--- config.mk ---
export PLATFORM = sky130hd
export DESIGN_NAME = multi_field_bcd_timer
export DESIGN_NICKNAME = d
export VERILOG_FILES = /design/src/rtl/bcd_timer_pkg.sv /design/src/rtl/bcd_field.sv /design/src/rtl/multi_field_bcd_timer.sv
export SDC_FILE = /design/constraint.sdc
export NUM_CORES = 1
export LEC_CHECK = 0
export ABC_AREA = 1
export CAP_MARGIN = 25
export CORE_UTILIZATION = 30
export DETAILED_ROUTE_END_ITERATION = 6
export SLEW_MARGIN = 20
export SYNTH_ARGS = -nofsm -noshare
export SYNTH_HDL_FRONTEND = slang
export SYNTH_HIERARCHICAL = 1
export SYNTH_SLANG_ARGS = --single-unit
--- constraint.sdc ---
create_clock -name clk -period 3.4 [get_ports clk]
set_input_delay 0.68 -clock clk [delete_from_list [all_inputs] [get_ports clk]]
set_output_delay 0.68 -clock clk [all_outputs]
set_load 0.02 [all_outputs]
--- src/rtl/bcd_timer_pkg.sv ---
// Shared types and constants for the multi-field BCD countdown timer.
package bcd_timer_pkg;

    typedef enum logic [1:0] {
        SET   = 2'd0,
        RUN   = 2'd1,
        PAUSE = 2'd2,
        ALERT = 2'd3
    } state_t;

    localparam int BCD_DIGIT_W = 4;
    localparam int FIELD_W     = 8;
    localparam int FIELD_MAX   = 59;

    // Packs a decimal value 0..99 as {tens, ones}.
    function automatic logic [FIELD_W-1:0] to_bcd(input int v);
        return {BCD_DIGIT_W'(v / 10), BCD_DIGIT_W'(v % 10)};
    endfunction

endpackage

--- src/rtl/bcd_field.sv ---
// One two-digit BCD field: edit inc/dec wrap in place, countdown borrows via borrow_in/out.
module bcd_field
    import bcd_timer_pkg::*;
(
    input  logic               clk,
    input  logic               reset,
    input  logic               clear,
    input  logic               load,
    input  logic [FIELD_W-1:0] load_val,
    input  logic               inc,
    input  logic               dec,
    input  logic               borrow_in,
    output logic               borrow_out,
    input  logic [FIELD_W-1:0] max,
    output logic [FIELD_W-1:0] value
);

    function automatic logic [FIELD_W-1:0] bcd_inc(input logic [FIELD_W-1:0] v,
                                                   input logic [FIELD_W-1:0] m);
        if (v == m)
            return '0;
        else if (v[3:0] == 4'd9)
            return {v[7:4] + 4'd1, 4'd0};
        else
            return {v[7:4], v[3:0] + 4'd1};
    endfunction

    function automatic logic [FIELD_W-1:0] bcd_dec(input logic [FIELD_W-1:0] v,
                                                   input logic [FIELD_W-1:0] m);
        if (v == '0)
            return m;
        else if (v[3:0] == 4'd0)
            return {v[7:4] - 4'd1, 4'd9};
        else
            return {v[7:4], v[3:0] - 4'd1};
    endfunction

    assign borrow_out = borrow_in && (value == '0);

    always_ff @(posedge clk or posedge reset) begin
        if (reset)
            value <= '0;
        else if (clear)
            value <= '0;
        else if (load)
            value <= load_val;
        else if (borrow_in)
            value <= bcd_dec(value, max);
        else if (inc && !dec)
            value <= bcd_inc(value, max);
        else if (dec && !inc)
            value <= bcd_dec(value, max);
    end

endmodule

--- src/rtl/multi_field_bcd_timer.sv ---
// Cascaded BCD countdown timer with SET/RUN/PAUSE/ALERT control.
// Define BCD_TIMER_AUTORELOAD_EN to reload the start value on expiry and keep running.
module multi_field_bcd_timer
    import bcd_timer_pkg::*;
#(
    parameter int N_FIELDS = 2,
    parameter int TICK_DIV = 100_000_000,
    parameter int TOP_MAX  = 59,
    localparam int SEL_W   = (N_FIELDS > 1) ? $clog2(N_FIELDS) : 1
) (
    input  logic                  clk,
    input  logic                  reset,
    input  logic                  start_stop,
    input  logic                  inc,
    input  logic                  dec,
    input  logic [SEL_W-1:0]      field_sel,
    input  logic                  clear,
    input  logic                  alert_off,
    output logic [8*N_FIELDS-1:0] bcd,
    output logic                  running,
    output logic                  alert,
    output logic                  zero
);

    localparam int PW = (TICK_DIV > 1) ? $clog2(TICK_DIV) : 1;

    state_t                  state;
    logic [PW-1:0]           presc;
    logic                    wrap, tick, expire, edit_en, load;
    logic [N_FIELDS:0]       borrow;
    logic [8*N_FIELDS-1:0]   load_src;

    assign wrap    = (presc == PW'(TICK_DIV - 1));
    assign tick    = (state == RUN) && !clear && !start_stop && wrap;
    // A top-field borrow would be an underflow; treat it as expiry as well.
    assign expire  = (tick && (bcd == (8*N_FIELDS)'(1))) || borrow[N_FIELDS];
    assign edit_en = (state == SET) && !clear && !start_stop && !alert_off;
    assign zero    = (bcd == '0);
    assign running = (state == RUN);
    assign borrow[0] = tick;

`ifdef BCD_TIMER_AUTORELOAD_EN
    logic [8*N_FIELDS-1:0] reload_val;
    assign load     = expire;
    assign load_src = reload_val;
`else
    assign load     = 1'b0;
    assign load_src = '0;
`endif

    for (genvar i = 0; i < N_FIELDS; i++) begin : g_field
        localparam logic [SEL_W-1:0]   IDX  = SEL_W'(i);
        localparam logic [FIELD_W-1:0] FMAX = (i == N_FIELDS - 1) ? to_bcd(TOP_MAX)
                                                                  : to_bcd(FIELD_MAX);
        bcd_field u_field (
            .clk        (clk),
            .reset      (reset),
            .clear      (clear),
            .load       (load),
            .load_val   (load_src[FIELD_W*i +: FIELD_W]),
            .inc        (edit_en && inc && (field_sel == IDX)),
            .dec        (edit_en && dec && (field_sel == IDX)),
            .borrow_in  (borrow[i]),
            .borrow_out (borrow[i+1]),
            .max        (FMAX),
            .value      (bcd[FIELD_W*i +: FIELD_W])
        );
    end

    always_ff @(posedge clk or posedge reset) begin
        if (reset) begin
            state <= SET;
            alert <= 1'b0;
            presc <= '0;
`ifdef BCD_TIMER_AUTORELOAD_EN
            reload_val <= '0;
`endif
        end else if (clear) begin
            state <= SET;
            alert <= 1'b0;
            presc <= '0;
        end else begin
            case (state)
                SET: begin
                    if (start_stop && !zero) begin
                        state <= RUN;
                        presc <= '0;
`ifdef BCD_TIMER_AUTORELOAD_EN
                        reload_val <= bcd;
`endif
                    end
                end
                RUN: begin
                    if (start_stop) begin
                        state <= PAUSE;
                    end else begin
                        presc <= wrap ? '0 : presc + 1'b1;
                        if (expire) begin
                            alert <= 1'b1;
`ifndef BCD_TIMER_AUTORELOAD_EN
                            state <= ALERT;
`endif
                        end else if (alert_off) begin
                            alert <= 1'b0;
                        end
                    end
                end
                PAUSE: begin
                    if (start_stop)
                        state <= RUN;
                    else if (alert_off)
                        alert <= 1'b0;
                end
                ALERT: begin
                    if (alert_off) begin
                        alert <= 1'b0;
                        state <= SET;
                    end
                end
                default: state <= SET;
            endcase
        end
    end

endmodule

==> results.md, run 1 <==
- The CTS root buffer is clkbuf_16.
- Combinational logic burns 43.6% of the power.
- Setup repair after global routing left no endpoint under its margin.
- The final standard cell area without fillers is 5700 sq um.
- The flow ran to the end, and the final reports show no timing, DRC or antenna violations.
- IR analysis of the VDD net gives a maximum drop of 0.305 mV.
- The initial antenna violation count is 0.
- The highest clock rate is 363 MHz.
- The height of the die is 130 microns.
- The quantity of I/O buffers inserted on ports is 26.
- In the routed design, unresolved DRC markers number 0.
- The width of the die is 130 microns.
- The worst-case hold path end point is presc[26]$_DFFE_PP0P_.
- Routability-driven placement finished with a final weighted congestion of 0.852.
- The H-tree was split into 2 levels.
- Setup violations remaining at the end of the flow were counted as 0.
- The post-synthesis cell area is 4930 sq um.
- The detailed-route wire length per cell is 11.5 microns.
- Buffers inserted to repair hold after CTS numbered 0.
- The number of placement rows is 46.
- The worst setup path is captured at an output port.
- The number of cells on the worst reg-to-reg path is 17.
- In this run the cell area measured after placement is 5560 sq um.
- The share of post-route cells with drive strength above 1 is 9.17%.
- The first global-routing pass estimated 21500 microns of wire.
- The first detailed-routing pass took 5 iterations.
- Setup total negative slack on the finished layout was measured at 0 ns.
- For the finished layout, the period the worst path requires is 2.75 ns.
- The CTS tree is built.
- The number of flops mapped to enable cells by yosys is 0.
- Yosys printed 6 warnings.
- Relative to the synthesized area, the layout overhead comes to 15.5%.
- Yosys attributes the largest share of cell area to dfrtp_1 23%, nand2_1 19%, nor2_1 11%.
- The internal power contribution is 1180 uW.
- The cell family with the largest share of critical-path delay is buffers and inverters.
- The clock skew after layout is 0.00786 ns.
- The share of total power in sequential cells is 33.3%.
- For this block, the routed nets add up to 12700 microns of wire.
- The end of the worst register-to-register path is g_field[1].u_field/value[7]$_DFFE_PP0P_.
- The proportion of power drawn by the clock network is 23.1%.
- In this design, the stage delay of the slowest critical-path cell is 0.61 ns.
- Gates resized during post-CTS repair numbered 0.
- The clock transition at the registers of the reported paths is 0.06 ns.
- Data on the critical path is required at its endpoint by 2.72 ns.
- The number of setup buffers added after CTS is 0.
- The placed wire-length estimate is 9660 microns.
- The remaining number of nets flagged by the antenna check after routing is 0.
- In the final layout, the multi-input gates occupy 3450 sq um.
- The die covers 17000 sq um.
- The number of sinks on the clock net is 46.
- The number of slew-limit violations in the final report came to 0.
- In this run the static leakage power is 0.00270 uW.
- The signal on the critical path passes through nor2_1 > nand2_1 > nor2_1 > nand2_1 > inv_1 > clkdlybuf4s50_1.
- The proportion of netlist area held by the largest area contributor is 23.3%.
- The kind of launch point of the worst setup path is a flip-flop.
- Across the whole layout, storage elements account for 1150 sq um.
- A synthesized cell averages 6.10 sq um.
- The critical path in this run is classified as flip-flop to output port.
- The worst hold path startpoint is presc[26]$_DFFE_PP0P_.
- The number of top-level design ports is 27.
- The violation count after the first detailed-route iteration is 314.
- The share of the clock period used by the worst path is 80.9%.
- Setup slack on the worst reg-to-reg path comes out at 0.67 ns.
- At the end of the flow, the number of nets in the layout was 906.
- The number of filler cells placed in the layout is 1736.
- The worst register-to-register path begins at presc[0]$_DFFE_PP0P_.
- The most used flip-flop cell after synthesis is dfrtp_1.
- For this design the total switching power over the nets is 935 uW.
- In this run the power density over the cells is 371 nW/um^2.
- The switching power share of the total is 44.3%.
- Along the worst path, the maximum fanout reaches 8.
- TritonCTS created 5 clock buffers.
- The worst endpoint data arrival time is 2.07 ns.
- The clock reaches the later pin of the worst-skew pair after 0.29 ns.
- For this run, asynchronously set or reset flops after synthesis account for 100%.
- The core region is 15900 sq um.
- Max-cap violations in this run came to 0.
- After synthesis the netlist holds a flip-flop and latch count of 46.
- The slowest library cell on the worst path is clkdlybuf4s50_1.
- Using the TritonRoute via totals, the vias-per-cell ratio works out to 4.46.
- By count the netlist is led by 252 x nand2_1, 142 x nor2_1, 92 x nand3_1.
- The share of the Yosys chip area taken by registers is 23.3%.
- Synthesis instantiated 35 different standard cells from the library.
- The overall via count from detail_route is 4903.
- Once the floorplan was initialized, standard cells occupied 30.9% of the core.
- The synthesized instance count is 808.
- The number of buffer and inverter stages on the critical path is 2.
- The via count of the first global-routing pass is 4421.
- The post-layout utilization of the core is 35.7%.
- In the post-synthesis netlist, the cell with the most instances is nand2_1.
- The number of antenna diodes in the final layout is 0.
- The cell type with the largest total area after synthesis is dfrtp_1.
- The count of endpoints failing hold in the final timing report is 0.
- Entering global routing, the biggest net connects 31 pins.
- The global route total overflow is 0.
- Global routing used 15.9% of the available tracks across all layers.
- The count of cells along the worst hold path is 2.
- The path class of the tightest hold or removal check is flip-flop to flip-flop.
- Counting along the longest clock path gives a buffer depth of 2.
placed cells by master, fill, tap and decap left out, drive strengths merged, types with 11 or more instances in the layout:
cell	instances
clkdlybuf4s50	26
nor2	160
inv	96
conb	56
nand2	270
nand4	15
dfrtp	46
xor2	11
nand3	102
a21oi	15
ha	15
o21ai	29
nor3	11
routing by layer:
| layer | track usage [%] | routed length (microns) | vias to the layer above |
|---|---|---|---|
| li1 | - | - | 2619 |
| met1 | 22.0 | 6260 | 2187 |
| met2 | 26.1 | 5840 | 87 |
| met3 | 1.64 | 421 | 10 |
| met4 | 4.45 | 159 | 0 |
| met5 | 0 | 0 | - |
worst min-delay path, cell delays in order, from the launching register on:
cell	delay (ns)
dfrtp_1	0.39
nand2_1	0.07
nand2_1	0.06
worst max-delay path by stage:
stage / from / to / slack [ns] / cells past startpoint
after CTS: g_field[1].u_field/value[3]$_DFFE_PP0P_ / zero / 0.63 / 6
final: g_field[1].u_field/value[3]$_DFFE_PP0P_ / zero / 0.65 / 6
after detailed placement: start_stop / g_field[1].u_field/value[7]$_DFFE_PP0P_ / 0.62 / 14
after floorplan: presc[0]$_DFFE_PP0P_ / g_field[1].u_field/value[4]$_DFFE_PP0P_ / 1.22 / 17
after global routing: presc[0]$_DFFE_PP0P_ / g_field[1].u_field/value[7]$_DFFE_PP0P_ / 0.31 / 17
after global placement: start_stop / g_field[1].u_field/value[0]$_DFFE_PP0P_ / 0.68 / 13
stage by stage:
step                      setup slack (ns)  instances  power (uW)  hold slack (ns)
after floorplan                       1.22        862        1410            0.493
after global placement               0.676       1092        1630            0.524
after detailed placement             0.624       1092        1640            0.526
after CTS                            0.627       1099        2130            0.546
after global routing                 0.307       1099        2280            0.578
final                                0.648       1099        2110            0.545
logic make-up after synthesis:
family | share of synthesized area, %
flops | 23.3
xor+xnor | 3.73
buf+inv | 10.9
fa+ha+maj | 3.81
simple gates | 52.8
other cells | 0.152
compound gates | 5.30
area by class of cell:
class,instances,area share (%)
Timing Repair Buffer,32,5.36
Tap cell,216,4.74
Inverter,98,6.81
Clock buffer,5,2.20
Sequential cell,46,20.2
Clock inverter,2,0.176
Multi-Input combinational cell,700,60.5
sequential cells by signal, summed over array words and instances (netlist names):
register / flops
alert: 1
g_field.u_field/value: 16
presc: 27
state: 2
power by group through the flow:
| stage | clock [uW] | sequential [uW] | combinational, uW |
|---|---|---|---|
| 5_1_grt | 521 | 714 | 1040 |
| 3_5_place_dp | 0 | 714 | 922 |
| 4_1_cts | 503 | 704 | 924 |
| 6_report | 488 | 704 | 920 |
| 3_3_place_gp | 0 | 713 | 919 |
| 2_1_floorplan | 0 | 694 | 715 |
Power figures use the tool's default switching activity.
==> inputs of run 2 (changes only) <==
- clock period: 3.4 -> 2.3 ns (I/O delays scaled with it)
==> results.md, run 2 (synthesized netlist as in run 1, its figures left out) <==
- Dividing the final minimum period by the clock period gives 94.4%.
- The width of the die is 130 microns (unchanged).
- The clock transition at the registers of the reported paths is 0.06 ns (about the same).
- The critical path required time was 1.84 ns (-0.88 ns).
- The worst setup path startpoint is state[1]$_DFFE_PP0P_.
- The post-route minimum period is 2.17 ns.
- The maximum level of the CTS H-tree is 2 (unchanged).
- The quantity of I/O buffers inserted on ports was 26 (unchanged).
- The cell sitting at the root of the clock tree is a clkbuf_16.
- The global route total overflow came to 0 (unchanged).
- The die area came to 17000 sq um (unchanged).
- The number of placed instances with taps included is 1145 (+4.9%).
- The routability congestion estimate is 0.865 (+1.5%).
- The share of post-route cells with drive strength above 1 is 16.2% (+7.0 points).
- The clock buffer count from CTS was 5 (unchanged).
- The maximum number of pins on one net before global-route repair came to 31 (unchanged).
- In the final layout, the registers with the most flip-flops are presc: 27 flops, g_field.u_field/value: 16 flops, state: 2 flops.
- The critical path is of the flip-flop to output port type.
- The violation count after the first detailed-route iteration came to 298 (-5.1%).
- In the layout the commonest cells are 250 x nand2_1, 139 x nor2_1, 92 x nand3_1, 77 x inv_1, 62 x buf_4.
- The run finished with clean final reports.
- The initial antenna violation count is 0 (unchanged).
- The register containing the most flip-flops in the final layout is presc.
- The CTS tree is built.
- The remaining number of nets flagged by the antenna check after routing came to 0 (unchanged).
- The number of slew-limit violations in the final report was 0 (unchanged).
- The kind of launch point of the worst setup path is a flip-flop.
- The number of cells in the finished layout apart from fillers came to 1157 (+5.3%).
- The placed wire-length estimate is 10300 microns (+6.3%).
- The most common cell after layout, fill and taps aside is nand2_1.
- The via count of the first global-routing pass was 4642 (+5.0%).
- The number of antenna diodes is 0 (unchanged).
- The DRC violation count after routing came to 0 (unchanged).
- The clock latency of the later-clocked register in the worst-skew pair was 0.30 ns (about the same).
- The number of placement rows was 46 (unchanged).
- The leakage power is 0.00300 uW (+11%).
- The number of violations of the max-capacitance limit came to 0 (unchanged).
- The maximum buffer depth of the clock tree is 2 (unchanged).
- The count of endpoints failing hold in the final timing report is 0 (unchanged).
- The area of the multi-input gates is 3490 sq um (+1.2%).
- The number of top-level design ports is 27 (unchanged).
- The overall via count from detail_route is 5003 (+2.0%).
- The power density over the cells is 537 nW/um^2 (+45%).
- The number of filler cells placed in the layout was 1731 (-0.29%).
- The height of the die is 130 microns (unchanged).
- The number of flip-flops in the largest register is 27 (unchanged).
- The aggregate routed wire length is 13000 microns (+2.2%).
- The core outline area was 15900 sq um (unchanged).
- The length of the first detailed-routing pass in iterations is 4 (-1).
- The number of nets in the finished design is 963 (+6.3%).
- The clock skew after layout is 0.0103 ns (+0.00247 ns).
- The combined global-route utilization of all metal layers is 16.3% (+0.37 points).
- The area growth from synthesis to layout is 25.6%.
- The critical path capture point type is an output port.
- The largest fanout on the critical path is 11 (+3).
- The launch point of the worst reg-to-reg path is presc[1]$_DFFE_PP0P_.
- The worst supply voltage drop on vdd is 0.301 mV (-1.4%).
- The detailed-route wire length per cell is 11.2 microns (-2.9%).
- The wire length of the first global-routing pass is 22200 microns (+3.1%).
- The highest clock rate is 461 MHz.
- The via-per-instance ratio is 4.32 (-3.1%).
- The worst endpoint data arrival time is 1.71 ns (-0.36 ns).
- The total area of sequential cells is 1150 sq um (unchanged).
- The starting utilization of the core area is 30.9% (unchanged).
- The number of sinks on the clock net is 46 (unchanged).
- The class of the tightest hold or removal check is input port to asynchronous set/reset pin.
- The setup violation total in the final timing report is 0 (unchanged).
- The post-route total power came to 3330 uW (+58%).
run 2: area by class of cell:
cell class / count / area share, %
clock buffer: 6 / 2.24
clock inverter: 2 / 0.202
tap: 216 / 4.36
timing repair buffer: 89 / 12.0
sequential: 46 / 18.6
inverter: 98 / 6.26
multi-input combinational: 700 / 56.3
run 2: timing repair:
action / 4_1_cts / 5_1_grt
hold endpoints to repair: 0 / 0
pin swaps: 0 / 3
resized for setup: 4 / 12
endpoints found under the setup margin: 5 / 17
buffers inserted: 0 / 4
hold buffers: 0 / 0
gates cloned: 0 / 0
run 2: final timing paths:
kind,end,slack (ns),cells after the start
hold / removal,g_field[0].u_field/value[3]$_DFFE_PP0P_,0.54,2
hold reg to reg,g_field[0].u_field/value[5]$_DFFE_PP0P_,0.56,2
setup reg to reg,g_field[1].u_field/value[4]$_DFFE_PP0P_,0.21,17
min in group clk,g_field[0].u_field/value[5]$_DFFE_PP0P_,0.56,2
setup / recovery,running,0.13,4
max in group asynchronous,state[0]$_DFFE_PP0P_,1.33,3
run 2: worst max-delay path, cell delays in order, from the launching register on:
cell and delay, ns:
dfrtp_1 0.45, inv_1 0.14, nand2_4 0.12, inv_1 0.10
clkdlybuf4s50_1 0.60
run 2: per-layer routing:
layer,track usage [%],wire length [microns],vias to the layer above
met5,0,0,-
li1,-,-,2742
met1,21.8,6360,2194
met2,28.1,6070,59
met3,1.52,410,8
met4,3.97,123,0
run 2: where the power goes:
group          leakage (uW)  switching (uW)  internal (uW)
combinational       0.00231            1000            605
sequential         0.000621            76.2            878
clock             0.0000729             333            431
total               0.00300            1410           1910
run 2: stage by stage:
step / util (%) / hold WS [ns] / setup slack [ns] / setup TNS, ns / instance area [sq um]
after global placement: 37.5 / 0.528 / -0.0792 / -0.336 / 5970
final: 38.9 / 0.536 / 0.130 / 0 / 6190
after CTS: 38.4 / 0.545 / 0.0483 / 0 / 6130
after floorplan: - / 0.276 / 0.116 / 0 / 5130
after detailed placement: 37.5 / 0.527 / -0.131 / -0.801 / 5970
after global routing: 38.9 / 0.586 / -0.00700 / -0.00700 / 6190
==> inputs of run 3 (changes only) <==
- clock period: 2.3 -> 2.1 ns (I/O delays scaled with it)
==> results.md, run 3 (synthesized netlist as in run 1, its figures left out) <==
- The run finished with clean final reports.
- The CTS root buffer is clkbuf_16.
- The worst reg-to-reg setup slack came to 0.008 ns (-0.20 ns).
- The share of post-route cells with drive strength above 1 was 19.1% (+3.0 points).
- The largest fanout on the critical path came to 5 (-6).
- In the finished design, the share of the clock period the worst path needs comes to 99.6%.
- The register containing the most flip-flops in the final layout is presc.
- The placed wire-length estimate is 10600 microns (+3.0%).
- The initial antenna violation count was 0 (unchanged).
- The CTS tree is built.
- The detailed-route wire length per cell was 11.4 microns (+1.6%).
- The highest clock rate is 478 MHz.
- The number of nets in the finished design is 985 (+2.3%).
- The length of the first detailed-routing pass in iterations came to 6 (+2).
- The library cell used most frequently in the layout, excluding fill and tap cells, is nand2_1.
- The leakage power came to 0.00312 uW (+3.9%).
- The routability congestion estimate is 0.865 (about the same).
- The setup violation total in the final timing report came to 0 (unchanged).
- The class of the most critical setup path is flip-flop to flip-flop.
- The worst setup path is launched from a flip-flop.
- The critical path required time came to 2.32 ns (+0.48 ns).
- STA classifies the critical path endpoint as a flip-flop.
- The width of the die is 130 microns (unchanged).
- The stage delay of the slowest cell on the critical path is 0.36 ns (-0.24 ns).
- The total of hold buffers inserted after clock tree synthesis came to 0 (unchanged).
- The via count of the first global-routing pass is 4740 (+2.1%).
- The number of sinks on the clock net is 46 (unchanged).
- The number of violations of the max-capacitance limit came to 0 (unchanged).
- The DRC violation count after routing is 0 (unchanged).
- The met3 demand-to-capacity share in global routing is 1.19% (-0.33 points).
- The core outline area is 15900 sq um (unchanged).
- The post-route total power is 3660 uW (+10%).
- The met1 usage in global routing is 22.3% (+0.56 points).
- The combined global-route utilization of all metal layers is 16.8% (+0.55 points).
- The largest registers in the layout are presc: 27 flops, g_field.u_field/value: 16 flops, state: 2 flops.
- The tightest min-delay check is of the input port to asynchronous set/reset pin type.
- The global route total overflow is 0 (unchanged).
- The wire length of the first global-routing pass is 22800 microns (+3.0%).
- The maximum buffer depth of the clock tree was 2 (unchanged).
- The height of the die is 130 microns (unchanged).
- The via-per-instance ratio is 4.36 (+0.80%).
- Setup repair after global routing could not meet its margin everywhere.
- The clock buffer count from CTS is 5 (unchanged).
- The die area was 17000 sq um (unchanged).
- The slowest stage of the critical path belongs to the cell dfrtp_1.
- The number of slew-limit violations in the final report is 0 (unchanged).
- The starting utilization of the core area is 30.9% (unchanged).
- The number of placement rows is 46 (unchanged).
- The post-route minimum period is 2.09 ns.
- The power density over the cells came to 573 nW/um^2 (+6.7%).
- The worst endpoint data arrival time came to 2.31 ns (+0.60 ns).
- The maximum level of the CTS H-tree was 2 (unchanged).
- The cell family with the largest share of critical-path delay is simple AND/OR/NAND/NOR gates.
- The clock skew after layout came to 0.00925 ns (-0.00108 ns).
- The worst supply voltage drop on vdd is 0.347 mV (+15%).
- The number of antenna diodes came to 0 (unchanged).
- The number of top-level design ports is 27 (unchanged).
- The number of filler cells placed in the layout is 1730 (-0.058%).
- The maximum number of pins on one net before global-route repair is 31 (unchanged).
- The number of flip-flops in the largest register is 27 (unchanged).
- The aggregate routed wire length is 13400 microns (+3.5%).
- The area growth from synthesis to layout is 29.6%.
- The clock transition at the registers of the reported paths was 0.07 ns (about the same).
- The count of endpoints failing hold in the final timing report was 0 (unchanged).
- In the layout the commonest cells are 249 x nand2_1, 137 x nor2_1, 89 x nand3_1, 84 x buf_4, 76 x inv_1.
- Traced cell by cell, the critical path runs through ha_2 > nand3_4 > nor2_4 > nand3_2 > nor2_2 > inv_2 > nor3_2 > inv_2 > nor2_4 > inv_2 > nand2_4 > buf_6 > nand3_2 > nor2_1 > nor2_1 > nand2_1 > nand2_1 > o21ai_1.
- The number of buffer and inverter stages on the critical path is 4 (+1).
- The clock latency of the later-clocked register in the worst-skew pair came to 0.30 ns (about the same).
- The violation count after the first detailed-route iteration is 347 (+16%).
- In this run the most used layer during global routing was met2.
- The most frequent cell on the critical path is inv_2.
- The overall via count from detail_route was 5139 (+2.7%).
- The routing usage on met2 came to 29.5% (+1.4 points).
- The summed negative setup slack over all endpoints came to 0 ns (unchanged).
- The remaining number of nets flagged by the antenna check after routing is 0 (unchanged).
- The quantity of I/O buffers inserted on ports was 26 (unchanged).
## run 3: cell count changes in the layout (fill, tap and decap cells not counted), moves of 2 or more
| cell | change |
|---|---|
| nand3_2 | +3 |
| nand3_1 | -3 |
| a21oi_2 | +2 |
| buf_4 | +22 |
| nor2_1 | -2 |
| a21oi_1 | -2 |
## run 3: worst paths after layout
| kind | start | end | cells past startpoint |
|---|---|---|---|
| min in group clk | g_field[0].u_field/value[5]$_DFFE_PP0P_ | g_field[0].u_field/value[5]$_DFFE_PP0P_ | 2 |
| worst min-delay path | reset | g_field[0].u_field/value[3]$_DFFE_PP0P_ | 2 |
| worst min register to register | g_field[0].u_field/value[5]$_DFFE_PP0P_ | g_field[0].u_field/value[5]$_DFFE_PP0P_ | 2 |
| worst max-delay path | presc[1]$_DFFE_PP0P_ | g_field[1].u_field/value[3]$_DFFE_PP0P_ | 18 |
| worst max register to register | presc[1]$_DFFE_PP0P_ | g_field[1].u_field/value[3]$_DFFE_PP0P_ | 18 |
| max in group asynchronous | reset | state[0]$_DFFE_PP0P_ | 3 |
## run 3: final cells by class
type                       count  area [sq um]  area share [%]
clock inverter                 3          25.0           0.392
multi-input combinational    700          3520            55.1
sequential                    46          1150            18.0
timing repair buffer         111           903            14.1
inverter                      98           390            6.11
clock buffer                   5           125            1.96
tap                          216           270            4.23
## run 3: report_power, final
group,switching (uW),internal (uW)
Sequential,76.2,964
Combinational,1120,677
Clock,380,448
## run 3: timing repair
| item | 4_1_cts | 5_1_grt |
|---|---|---|
| pin swaps | 2 | 10 |
| setup endpoints to repair | 11 | 20 |
| buffers inserted | 1 | 0 |
| resized for setup | 14 | 14 |
## run 3: metal layers
layer | up-vias | wire length, microns
li1 | 2790 | -
met3 | 11 | 315
met5 | - | 0
met4 | 0 | 142
met2 | 77 | 6520
met1 | 2261 | 6450
## run 3: stage by stage
stage               util (%)  hold WS [ns]  instance area (sq um)  std cells  worst slack [ns]
finish                  40.1         0.511                   6390       1179           0.00831
global route            40.1         0.556                   6390       1179            -0.225
CTS                     39.8         0.514                   6350       1179           -0.0163
detailed placement      38.6         0.518                   6150       1170            -0.275
global placement        38.6         0.525                   6150       1170            -0.231
floorplan                  -         0.236                   5140        862            0.0131
